`src/rtl/set_cfg_timer.sv`:
```
// Slow-peripheral settings register with slow-access watchdog.
// Optional write lock enabled by defining SET_LOCK_EN.
module set_cfg_timer #(
   parameter int                NSLOW     = 8,
   parameter int                TW        = 4,
   parameter int                AW        = 11,
   parameter logic [NSLOW-1:0]  RST_FLAGS = 8'hBF
) (
   input  logic             CLK,
   input  logic             nPOR,
   input  logic             BACT,
   input  logic             SetCSWR,
   input  logic [AW:1]      A,
   input  logic             TickEn,
   input  logic             SlowStart,
   input  logic             SlowDone,
   output logic [NSLOW-1:0] Slow,
   output logic [TW-1:0]    SlowTimeout,
   output logic             SlowBusy,
   output logic             SlowExpire,
   output logic             Locked
);

   localparam logic [TW-1:0] CNT_ZERO = TW'(0);
   localparam logic [TW-1:0] CNT_ONE  = TW'(1);

   logic             r_wr;
   logic             r_wrq;
   logic [NSLOW-1:0] r_slow;
   logic [TW-1:0]    r_timeout;
   logic [TW-1:0]    r_cnt;
   logic             r_busy;
   logic             r_expire;

   logic             w_locked;
   logic             w_commit;
   logic [TW-1:0]    w_cnt_nxt;
   logic             w_busy_nxt;
   logic             w_expire_nxt;
   logic             w_unused_a;

   // A single commit per bus cycle: only the first registered cycle of the select counts.
   assign w_commit   = r_wr && !r_wrq && !w_locked;
   assign w_unused_a = ^A;

`ifdef SET_LOCK_EN
   logic r_locked;

   // Sticky lock, set by a timeout write that also carries the lock bit.
   always_ff @(posedge CLK) begin
      if (!nPOR) begin
         r_locked <= 1'b0;
      end else if (w_commit && A[AW] && A[AW-1]) begin
         r_locked <= 1'b1;
      end else begin
         r_locked <= r_locked;
      end
   end

   assign w_locked = r_locked;
`else
   assign w_locked = 1'b0;
`endif

   // Write detect and settings registers.
   always_ff @(posedge CLK) begin
      if (!nPOR) begin
         r_wr      <= 1'b0;
         r_wrq     <= 1'b0;
         r_slow    <= RST_FLAGS;
         r_timeout <= CNT_ZERO;
      end else begin
         r_wr  <= BACT && SetCSWR;
         r_wrq <= r_wr;
         if (w_commit) begin
            if (A[AW]) begin
               r_timeout <= A[TW:1];
            end else begin
               r_slow <= A[NSLOW:1];
            end
         end
      end
   end

   // Watchdog next state; start uses the timeout value held before any same-cycle commit.
   always_comb begin
      w_cnt_nxt    = r_cnt;
      w_busy_nxt   = r_busy;
      w_expire_nxt = 1'b0;
      if (SlowStart) begin
         w_cnt_nxt  = r_timeout;
         w_busy_nxt = (r_timeout != CNT_ZERO);
      end else if (SlowDone && r_busy) begin
         w_cnt_nxt  = CNT_ZERO;
         w_busy_nxt = 1'b0;
      end else if (r_busy && TickEn) begin
         w_cnt_nxt = r_cnt - CNT_ONE;
         if (r_cnt == CNT_ONE) begin
            w_busy_nxt   = 1'b0;
            w_expire_nxt = 1'b1;
         end else begin
            w_busy_nxt   = 1'b1;
         end
      end else begin
         w_cnt_nxt = r_cnt;
      end
   end

   // Watchdog registers.
   always_ff @(posedge CLK) begin
      if (!nPOR) begin
         r_cnt    <= CNT_ZERO;
         r_busy   <= 1'b0;
         r_expire <= 1'b0;
      end else begin
         r_cnt    <= w_cnt_nxt;
         r_busy   <= w_busy_nxt;
         r_expire <= w_expire_nxt;
      end
   end

   assign Slow        = r_slow;
   assign SlowTimeout = r_timeout;
   assign SlowBusy    = r_busy;
   assign SlowExpire  = r_expire;
   assign Locked      = w_locked;

endmodule
```
`config.mk`:
```
export PLATFORM = sky130hd
export DESIGN_NAME = set_cfg_timer
export DESIGN_NICKNAME = d
export VERILOG_FILES = /design/src/rtl/set_cfg_timer.sv
export SDC_FILE = /design/constraint.sdc
export NUM_CORES = 1
export LEC_CHECK = 0
export BUFFER_PORTS_ARGS = -buffer_cell sky130_fd_sc_hd__buf_2
export CELL_PAD_IN_SITES_DETAIL_PLACEMENT = 1
export CELL_PAD_IN_SITES_GLOBAL_PLACEMENT = 1
export CORE_ASPECT_RATIO = 1.1
export CORE_UTILIZATION = 30
export CTS_CLUSTER_DIAMETER = 30
export DETAILED_ROUTE_END_ITERATION = 10
export MAX_ROUTING_LAYER = met4
export PLACE_DENSITY = 0.71
export RECOVER_POWER = 25
export SYNTH_ARGS = -nofsm -noshare
export SYNTH_HDL_FRONTEND = slang
export SYNTH_SLANG_ARGS = --single-unit
```
`constraint.sdc`:
```
create_clock -name CLK -period 1.72 [get_ports CLK]
set_input_delay 0.086 -clock CLK [delete_from_list [all_inputs] [get_ports CLK]]
set_output_delay 0.086 -clock CLK [all_outputs]
set_load 0.01 [all_outputs]
```
# Word level (Yosys, flattened, before mapping)
# Index checks and enable logic that the tools add are counted.
dict set report classes {
  addsub 1
  n_mul 0
  div 0
  magnitude_cmp 0
  eq_ne 1
  n_shift 0
  muxes 8
  n_bitwise 3
  n_reduce_logical 10
}
# op n
set ops {}
lappend ops {{4-bit 2-to-1 mux} 3}
lappend ops {{1-bit 2-to-1 mux} 5}
lappend ops {{4-bit by 1-bit == test with 1-bit output, second input constant} 1}
lappend ops {{1-bit logical AND} 4}
lappend ops {{2-bit AND reduction} 2}
lappend ops {{4-bit nonzero test} 1}
lappend ops {{4-bit OR reduction} 1}
lappend ops {{4-bit by 1-bit subtractor with 4-bit output, second input constant} 1}
lappend ops {{1-bit inverter} 3}
lappend ops {{3-bit nonzero test} 1}
lappend ops {{1-bit logical NOT} 1}
dict set report word_totals {
  register_bits 20
  latch_bits 0
  ram_bits 0
  mem_bits_ro 0
  elab_cells 30
  n_memories 0
}

# Longest topological paths before layout
# Gate-level depths: netlist of the first run.
dict set report logic_depth {
  depth_word 5
  ltp_mapped 5
  depth_no_buf 5
}

# Worst setup path after synthesis of the first run
# Ideal clock, no wire load.
dict set report synth_path {
  path_type {register -> register}
  start {register r_busy, in the netlist SlowBusy}
  end {register r_busy, in the netlist SlowBusy}
  setup_ns 0.115
  arrival_time_ns 1.050
  slack_ns 0.555
  path_stages_with_launch 5
  n_path_buf 0
  cell_sequence {dfxtp_1 -> nand2_2 -> nor4b_2 -> o31ai_1 -> and2_1}
}
dict set report synth_between {
  elab_chain_len 3
  word_cells_on_any_way 5
}
# item line_no
set synth_rtl {}
lappend synth_rtl {{from (decl)} 32} ;# logic r_busy;
lappend synth_rtl {{from (signal assigned)} 117} ;# r_busy <= w_busy_nxt;
lappend synth_rtl {{1-bit logical AND} 93} ;# end else if (SlowDone && r_busy) begin
lappend synth_rtl {{1-bit 2-to-1 mux} 93}
lappend synth_rtl {{1-bit 2-to-1 mux} 90} ;# if (SlowStart) begin
# Parallel ways exist; a longest one is shown, timed or not.
# A chain may end at the register's enable or synchronous reset.

# Worst setup path in the final report of the first run
# Ends and elaborated chain as after synthesis.

==> flow_summary.yaml, run 1 <==
global_routing:
  busiest_layer: "met2"
  grt_pass1_vias: 842
  antenna_found_initial: 0
  grtUsageMet1_pct: 19.9
  gr-usage-met3_pct: 3.15
  gr-total-overflow: 0
  grt_pass1_wl_um: 3680
  grt_usage_pct: 16.5
  grt_max_degree: 21
  use_met2_pct: 27.7
critical_path:
  crit_arrival_ns: 1.44
  crit_path_start_kind: "flop"
  worstPathRequired_ns: 1.92
  crit_path_end_kind: "flop"
  path_max_fanout: 7
  path_class: "flop to flop"
timing:
  min_period_ns: 1.25
  rsz0062_at_grt: "no"
  max_freq_mhz: 802
  worstMarginPinSlew_ns: 0.547
  final-setup-viol-count: 0
  fin_ws_ns: 0.474
  hold_viol: 0
  skew_ns: 0.00802
  slew_viol_final: 0
  period_share_pct: 72.5
  timing.setup.tns_ns: 0
  maxSlewHeadroom_pct: 63.4
logic_synthesis:
  ys_async_sr_fraction_pct: 0
  synth.yosys.seq_area_share_pct: 46.6
  post-synth-top-area-fraction_pct: 46.6
  postSynthCellCount: 99
  synthTopCellsByArea: "dfxtp_1 47%, nand2_1 7.4%, mux2i_1 4.7%, nand3_1 4.7%, ha_1 2.9%"
  synth.distinct_cells: 34
  yosys-top-cells-count: "20 x dfxtp_1, 17 x nand2_1, 8 x nand3_1"
  syn_avg_cell_area_sq_um: 8.68
  yosysWarnings: 0
  yosys_register_bits: 20
  synth.most_common_cell: "dfxtp_1"
  mappedNetlistArea_sq_um: 860
  synth_edf_count: 0
  synth_ff_type: "dfxtp_1"
  synthesis.nets: 119
  yosysTopAreaCell: "dfxtp_1"
clock_network:
  cts_num_sinks: 20
  clockBufferDepth: 2
  clk_transition_reported_paths_ns: 0.11
  tritoncts: "done"
  post-cts-setup-buffers: 0
  clockRootBuffer: "clkbuf_4"
  cts-htree-levels: 1
  worstSkewPairLatency_ns: 0.30
  cts_buffers: 3
detailed_routing:
  drt_wl_total_um: 2060
  firstDrtPassIters: 3
  drt_iter0_markers: 5
  via_count: 821
  antenna_left: 0
  drc_errors: 0
  drt-vias-per-instance: 4.92
  wire_per_inst_um: 12.3
hold_path:
  holdCritPathClass: "input pin to flop"
floorplan:
  dieArea_sq_um: 3080
  fp-row-count: 20
  initial_core_util_pct: 31.2
  pin_count: 33
  fp.coreArea_sq_um: 2750
  fp.dieW_um: 53.0
  die_h_um: 58.1
finish:
  fillers: 347
  multi_input_area_sq_um: 420
  num-nets-final: 155
  syn_to_final_growth_pct: 31.6
  antenna_cells: 0
  seq_area_sq_um: 400
  final_cells: 167
  layout-drive-gt1-share_pct: 24.6
  final_util_pct: 41.1
pwr:
  ir_drop_mv: 0.476
  p_switching_mw: 0.212
  clkPwrFrac_pct: 38.7
  netSwitchingFraction_pct: 21.7
  internal-power_mw: 0.767
  power_density_nw_per_um2: 865
  power_leakage_nw: 0.517
  p_comb_share_pct: 10.8
  seq_power_share_pct: 50.5
  power_mw: 0.979
placed_design:
  dp_slack_ns: 0.466
  dpl.hpwl_um: 1590
  place_inst: 157
  gp_congestion: 0.823
  io_buffers: 29
run_status:
  run_status: "complete, no violations"
run:
  cap_violations: 0
[critical path: stages, from the launching register on]
cell	delay [ns]
dfxtp_1	0.48
nand2_2	0.11
nor4b_2	0.29
o31ai_1	0.10
and2_1	0.17
[logic make-up after synthesis]
kind of cell / count (synthesis) / share of synthesized area (%)
other: 1 / 0.436
buffers and inverters: 9 / 4.51
flip-flops: 20 / 46.6
AND/OR/NAND/NOR: 44 / 27.1
multiplexers: 5 / 5.97
AO/OA/AOI/OAI: 18 / 12.5
adder cells (fa/ha/maj): 2 / 2.91
[power by group through the flow]
stage	Clock, mW	Combinational [mW]	Sequential, mW
2_1_floorplan	0	0.0520	0.505
5_1_grt	0.415	0.121	0.497
3_5_place_dp	0	0.0984	0.504
6_report	0.379	0.106	0.494
4_1_cts	0.393	0.109	0.494
3_3_place_gp	0	0.0928	0.503
[worst paths after layout]
| kind | depth (start not counted) | slack (ns) | from | to |
|---|---|---|---|---|
| worst max-delay path | 4 | 0.47 | SlowBusy | SlowBusy |
| worst max register to register | 4 | 0.47 | SlowBusy | SlowBusy |
| worst min-delay path | 3 | 0.02 | A[7] | Slow[6] |
| worst min register to register | 2 | 0.47 | Slow[6] | Slow[6] |
[layout make-up]
cell class | count | share of cell area (%)
sequential | 20 | 35.4
inverter | 5 | 1.66
clock buffer | 3 | 1.99
clock inverter | 1 | 2.65
tap | 33 | 3.65
timing repair buffer | 35 | 17.5
multi-input combinational | 70 | 37.2
[registers in the layout, indices dropped and copies added, names as in the netlist]
| register | cells |
|---|---|
| SlowBusy | 1 |
| r_cnt | 4 |
| Slow | 8 |
| SlowTimeout | 4 |
| r_wrq | 1 |
| SlowExpire | 1 |
| r_wr | 1 |
[through the flow]
| step | cell area [sq um] | hold slack (ns) |
|---|---|---|
| 5_1_grt | 1130 | 0.00658 |
| 3_5_place_dp | 1030 | 0.304 |
| 6_report | 1130 | 0.0169 |
| 4_1_cts | 1140 | 0.00879 |
| 2_1_floorplan | 860 | 0.210 |
| 3_3_place_gp | 1030 | 0.294 |
[layer usage]
metal / wire [um] / share of wire (%)
met1: 879 / 43
met2: 1070 / 52
met3: 113 / 5.5
met4: 0 / 0
met5: 0 / 0
[cell usage in the layout, fill, tap and decap left out, drive strengths merged, types with 2 or more instances in the layout]
cell type,count
a21oi,4
nand3,8
o21ai,7
and3,2
nor2,3
inv,5
nor2b,4
mux2i,4
ha,2
nor3,2
nand2,18
dlygate4sd3,6
and2,2
clkbuf,9
buf,23
a21boi,2
dfxtp,20
[repair_timing]
item	4_1_cts	5_1_grt
gates resized for setup	0	0
hold endpoints to repair	6	0
hold buffers	6	0
No activity file was read; power rests on OpenSTA's default activity.
==> inputs of run 2 (changes only) <==
--- a/config.mk
+++ b/config.mk
@@ -13,7 +13,7 @@
 export CTS_CLUSTER_DIAMETER = 30
 export DETAILED_ROUTE_END_ITERATION = 10
 export MAX_ROUTING_LAYER = met4
-export PLACE_DENSITY = 0.71
+export PLACE_DENSITY = 0.73
 export RECOVER_POWER = 25
 export SYNTH_ARGS = -nofsm -noshare
 export SYNTH_HDL_FRONTEND = slang
==> constraint.sdc (replaced) <==
create_clock -name CLK -period 1.1 [get_ports CLK]
set_input_delay 0.055 -clock CLK [delete_from_list [all_inputs] [get_ports CLK]]
set_output_delay 0.055 -clock CLK [all_outputs]
set_load 0.01 [all_outputs]
==> run 2 against run 1 <==
  * The run now ends with setup timing left
  * Highest routed layer is now met4
  * Critical endpoint unchanged
  * Clock-buffer cell count rose by 1
  * Critical path type unchanged
  * Register-to-register slack worse by 0.49 ns
  * Cell count increased by 9.0%
==> flow_summary.yaml, run 2 (synthesis gave the netlist of run 1 again) <==
run_status:
  run_status: "complete, but fails checks"
  violations: "setup timing"
global_routing:
  grt_pass1_wl_um: 4030
  gr-total-overflow: 0
  grt_pass1_vias: 912
  antenna_found_initial: 0
  grt_usage_pct: 18.4
  grt_max_degree: 21
finish:
  largest_reg_flops: 8
  antenna_cells: 0
  layout-drive-gt1-share_pct: 45.0
  num-nets-final: 170
  syn_to_final_growth_pct: 56.6
  finalInstanceArea_sq_um: 1350
  final_cell_mix: "26 x buf_2, 16 x dfxtp_1, 13 x nand2_1"
  final_common_cell: "buf_2"
clock_network:
  clockBufferDepth: 2
  worstSkewPairLatency_ns: 0.30
  cts-htree-levels: 1
  cts_num_sinks: 20
  cts_buffers: 3
  clockRootBuffer: "clkbuf_4"
  clk_transition_reported_paths_ns: 0.11
  post-cts-setup-buffers: 0
  tritoncts: "done"
floorplan:
  initial_core_util_pct: 31.2
  fp.coreArea_sq_um: 2750
  die_h_um: 58.1
  fp-row-count: 20
  pin_count: 33
  dieArea_sq_um: 3080
  fp.dieW_um: 53.0
critical_path:
  r2r_cells: 5
  path_max_fanout: 2
  crit_arrival_ns: 1.32
  crit_path_start_kind: "flop"
  r2r_setup_slack_ns: -0.02
  worst_r2r_endpoint: "SlowBusy"
  path_class: "flop to flop"
  crit_path_end_kind: "flop"
  worstPathRequired_ns: 1.30
  worstReg2RegStart: "r_cnt[1]"
timing:
  skew_ns: 0.00353
  min_period_ns: 1.12
  fin_ws_ns: -0.0203
  slew_viol_final: 0
  whs_ns: 0.0930
  timing.setup.tns_ns: -0.0232
  max_freq_mhz: 893
  final-setup-viol-count: 2
  period_share_pct: 102
  rsz0062_at_grt: "yes"
  hold_viol: 0
detailed_routing:
  wire_per_inst_um: 13.6
  drt-vias-per-instance: 4.88
  firstDrtPassIters: 3
  antenna_left: 0
  drt_wl_total_um: 2470
  drc_errors: 0
  via_count: 888
  drt_iter0_markers: 7
placed_design:
  dpl.hpwl_um: 1700
  gp_congestion: 0.765
  placed_area_sq_um: 1110
  io_buffers: 29
hold_path:
  holdCritPathClass: "input pin to flop"
  hp-start: "nPOR"
  worstHoldPathCells: 2
  min_to: "Slow[1]"
pwr:
  power_leakage_nw: 0.609
  power_density_nw_per_um2: 1060
  ir_drop_mv: 0.529
  power_mw: 1.43
run:
  cap_violations: 0
-- run 2: repair_timing --
item / 4_1_cts / 5_1_grt
hold endpoints to repair: 9 / 0
hold buffers: 10 / 0
setup endpoints to repair: 15 / 13
pin swaps: 5 / 9
gates resized for setup: 12 / 16
-- run 2: critical path: stages, from the launching register on --
cell	delay, ns
dfxtp_2	0.35
inv_4	0.07
ha_4	0.13
nor4b_4	0.22
o31ai_1	0.09
and2_1	0.16
-- run 2: how the worst max path moves through the flow --
stage,cells after the start,slack (ns),start,endpoint
floorplan,4,0.02,SlowBusy,SlowBusy
finish,5,-0.02,r_cnt[1],SlowBusy
detailed placement,3,-0.08,r_wrq,Slow[7]
CTS,5,-0.02,r_cnt[0],r_cnt[1]
global route,4,-0.08,r_wrq,SlowTimeout[2]
global placement,5,-0.04,r_cnt[1],SlowBusy
-- run 2: routing by layer --
metal  vias to the layer above  share of wire, %  global-route usage [%]
met5                         -                 0                       -
met4                         0              0.36                    5.64
met3                         2               4.0                    2.36
met2                        25                54                    32.4
met1                       423                42                    21.3
li1                        438                 -                       -
-- run 2: final cells by class --
cell class / count / area (sq um)
clock buffer: 4 / 36.3
fill: 335 / 1410
inverter: 5 / 21.3
multi-input combinational: 70 / 509
sequential: 20 / 410
tap: 33 / 41.3
timing repair buffer: 50 / 328
-- run 2: where the power goes --
part           internal, mW  leakage (nW)  switching (mW)
Clock                 0.202        0.0210           0.222
Combinational         0.123         0.423           0.110
Sequential            0.748         0.165          0.0250
Total                  1.07         0.609           0.357
-- run 2: stage by stage --
| stage | worst slack [ns] | std cells | util, % |
|---|---|---|---|
| CTS | -0.0201 | 182 | 46.9 |
| floorplan | 0.0204 | 99 | - |
| finish | -0.0203 | 182 | 48.9 |
| global placement | -0.0367 | 168 | 40.3 |
| detailed placement | -0.0768 | 168 | 40.3 |
| global route | -0.0767 | 182 | 48.9 |
==> inputs of run 3 (changes only) <==
--- a/config.mk
+++ b/config.mk
@@ -8,7 +8,6 @@
 export BUFFER_PORTS_ARGS = -buffer_cell sky130_fd_sc_hd__buf_2
 export CELL_PAD_IN_SITES_DETAIL_PLACEMENT = 1
 export CELL_PAD_IN_SITES_GLOBAL_PLACEMENT = 1
-export CORE_ASPECT_RATIO = 1.1
 export CORE_UTILIZATION = 30
 export CTS_CLUSTER_DIAMETER = 30
 export DETAILED_ROUTE_END_ITERATION = 10
==> run 3 against run 2 <==
  * The run still ends with setup timing left
  * Sequential power about the same
  * Combinational power is essentially flat
  * Flip-flop and latch count unchanged
  * Global-route usage decreased by 0.42 points
  * Maximum frequency increased by 1.5%
  * Cell area grew 1.0%
  * Non-clock buffer count stayed put
  * Worst setup slack gained 0.017 ns
  * Clock skew increased by 0.0080 ns
  * Critical endpoint is now SlowTimeout[2]
==> flow_summary.yaml, run 3 (synthesis gave the netlist of run 1 again) <==
run_status:
  run_status: "complete, but fails checks"
  violations: "setup timing"
finish:
  antenna_cells: 0
  layout-drive-gt1-share_pct: 49.7
  multi_input_area_sq_um: 508
  final_cell_mix: "27 x buf_2, 15 x dfxtp_1, 10 x nand2_1, 10 x dlygate4sd3_1, 9 x buf_4"
  finalInstanceArea_sq_um: 1360
  final_common_cell: "buf_2"
  largest_reg_flops: 8
  syn_to_final_growth_pct: 58.2
  seq_area_sq_um: 409
  fillers: 326
  num-nets-final: 170
clock_network:
  clk_transition_reported_paths_ns: 0.13
  clockRootBuffer: "clkbuf_4"
  post-cts-setup-buffers: 0
  tritoncts: "done"
  cts_buffers: 3
  cts-htree-levels: 1
  worstSkewPairLatency_ns: 0.31
  clockBufferDepth: 2
  cts_num_sinks: 20
pwr:
  clkPwrFrac_pct: 38.0
  ir_drop_mv: 1.06
  p_comb_share_pct: 14.2
  seq_power_share_pct: 47.8
  p_switching_mw: 0.384
  power_density_nw_per_um2: 1190
  internal-power_mw: 1.24
  power_leakage_nw: 0.614
  power_mw: 1.62
  netSwitchingFraction_pct: 23.7
timing:
  final-setup-viol-count: 2
  period_share_pct: 100
  min_period_ns: 1.10
  fin_ws_ns: -0.00377
  max_freq_mhz: 906
  rsz0062_at_grt: "yes"
  slew_viol_final: 0
  hold_viol: 0
  skew_ns: 0.0115
critical_path:
  path_class: "flop to flop"
  crit_path_start_kind: "flop"
  worstPathRequired_ns: 1.30
  crit_path_end_kind: "flop"
  crit_arrival_ns: 1.31
  path_max_fanout: 4
detailed_routing:
  drt-vias-per-instance: 4.93
  drt_wl_total_um: 2610
  drt_iter0_markers: 7
  via_count: 887
  antenna_left: 0
  wire_per_inst_um: 14.5
  drc_errors: 0
  firstDrtPassIters: 3
global_routing:
  antenna_found_initial: 0
  grt_pass1_vias: 920
  grt_usage_pct: 18.0
  grt_max_degree: 21
  grt_pass1_wl_um: 4260
  gr-total-overflow: 0
floorplan:
  fp.coreArea_sq_um: 2730
  pin_count: 33
  fp-row-count: 19
  dieArea_sq_um: 3080
  fp.dieW_um: 55.5
  initial_core_util_pct: 31.4
  die_h_um: 55.5
hold_path:
  holdCritPathClass: "input pin to flop"
placed_design:
  dpl.hpwl_um: 1720
  placed_area_sq_um: 1110
  io_buffers: 29
  gp_congestion: 0.848
run:
  cap_violations: 0
==> run 3: layout make-up <==
cell class	count	share of cell area, %
clock buffers	3	1.66
well taps	31	2.85
repair buffers	50	24.5
inverters	5	1.38
multi-input cells	70	37.4
flip-flops and latches	20	30.1
clock inverters	1	2.21
==> run 3: worst paths after layout <==
| path | to | from | depth (start not counted) | slack [ns] |
|---|---|---|---|---|
| max | SlowTimeout[2] | r_wrq | 4 | -0.004 |
| min | Slow[1] | nPOR | 2 | 0.08 |
| max reg2reg | SlowTimeout[2] | r_wrq | 4 | -0.004 |
| min reg2reg | Slow[6] | Slow[6] | 2 | 0.48 |
==> run 3: what timing repair did <==
action,CTS,global route
endpoints found under the setup margin,15,15
pin swaps,2,14
gates resized for setup,11,19
hold buffers,10,0
hold endpoints to repair,9,0
==> run 3: stage by stage <==
step / hold WS [ns] / setup slack [ns] / utilization, % / setup TNS (ns) / instances
5_1_grt: 0.0917 / -0.0848 / 49.7 / -0.737 / 180
3_5_place_dp: 0.276 / -0.0788 / 40.5 / -0.505 / 166
3_3_place_gp: 0.264 / -0.0266 / 40.5 / -0.168 / 166
2_1_floorplan: 0.179 / 0.0204 / - / 0 / 99
4_1_cts: 0.0672 / -0.0277 / 47.4 / -0.0987 / 180
6_report: 0.0820 / -0.00377 / 49.7 / -0.00668 / 180
==> run 3: routing by layer <==
layer	global-route usage [%]	part of all wire, %	vias to the layer above
li1	-	-	436
met1	20.2	42	422
met5	-	0	-
met4	4.29	0.54	0
met3	3.75	4.2	2
met2	32.5	53	27
==> run 3: power groups by stage <==
stage	logic (mW)	registers (mW)	clock network, mW
floorplan	0.0813	0.791	0
global placement	0.169	0.783	0
detailed placement	0.177	0.785	0
CTS	0.212	0.772	0.637
global route	0.253	0.781	0.656
finish	0.230	0.776	0.616
==> run 3: critical path: stages, from the launching register on <==
cell and delay, ns:
dfxtp_2 0.35, buf_6 0.11, nand3b_1 0.28, mux2i_1 0.21, nor2b_1 0.06
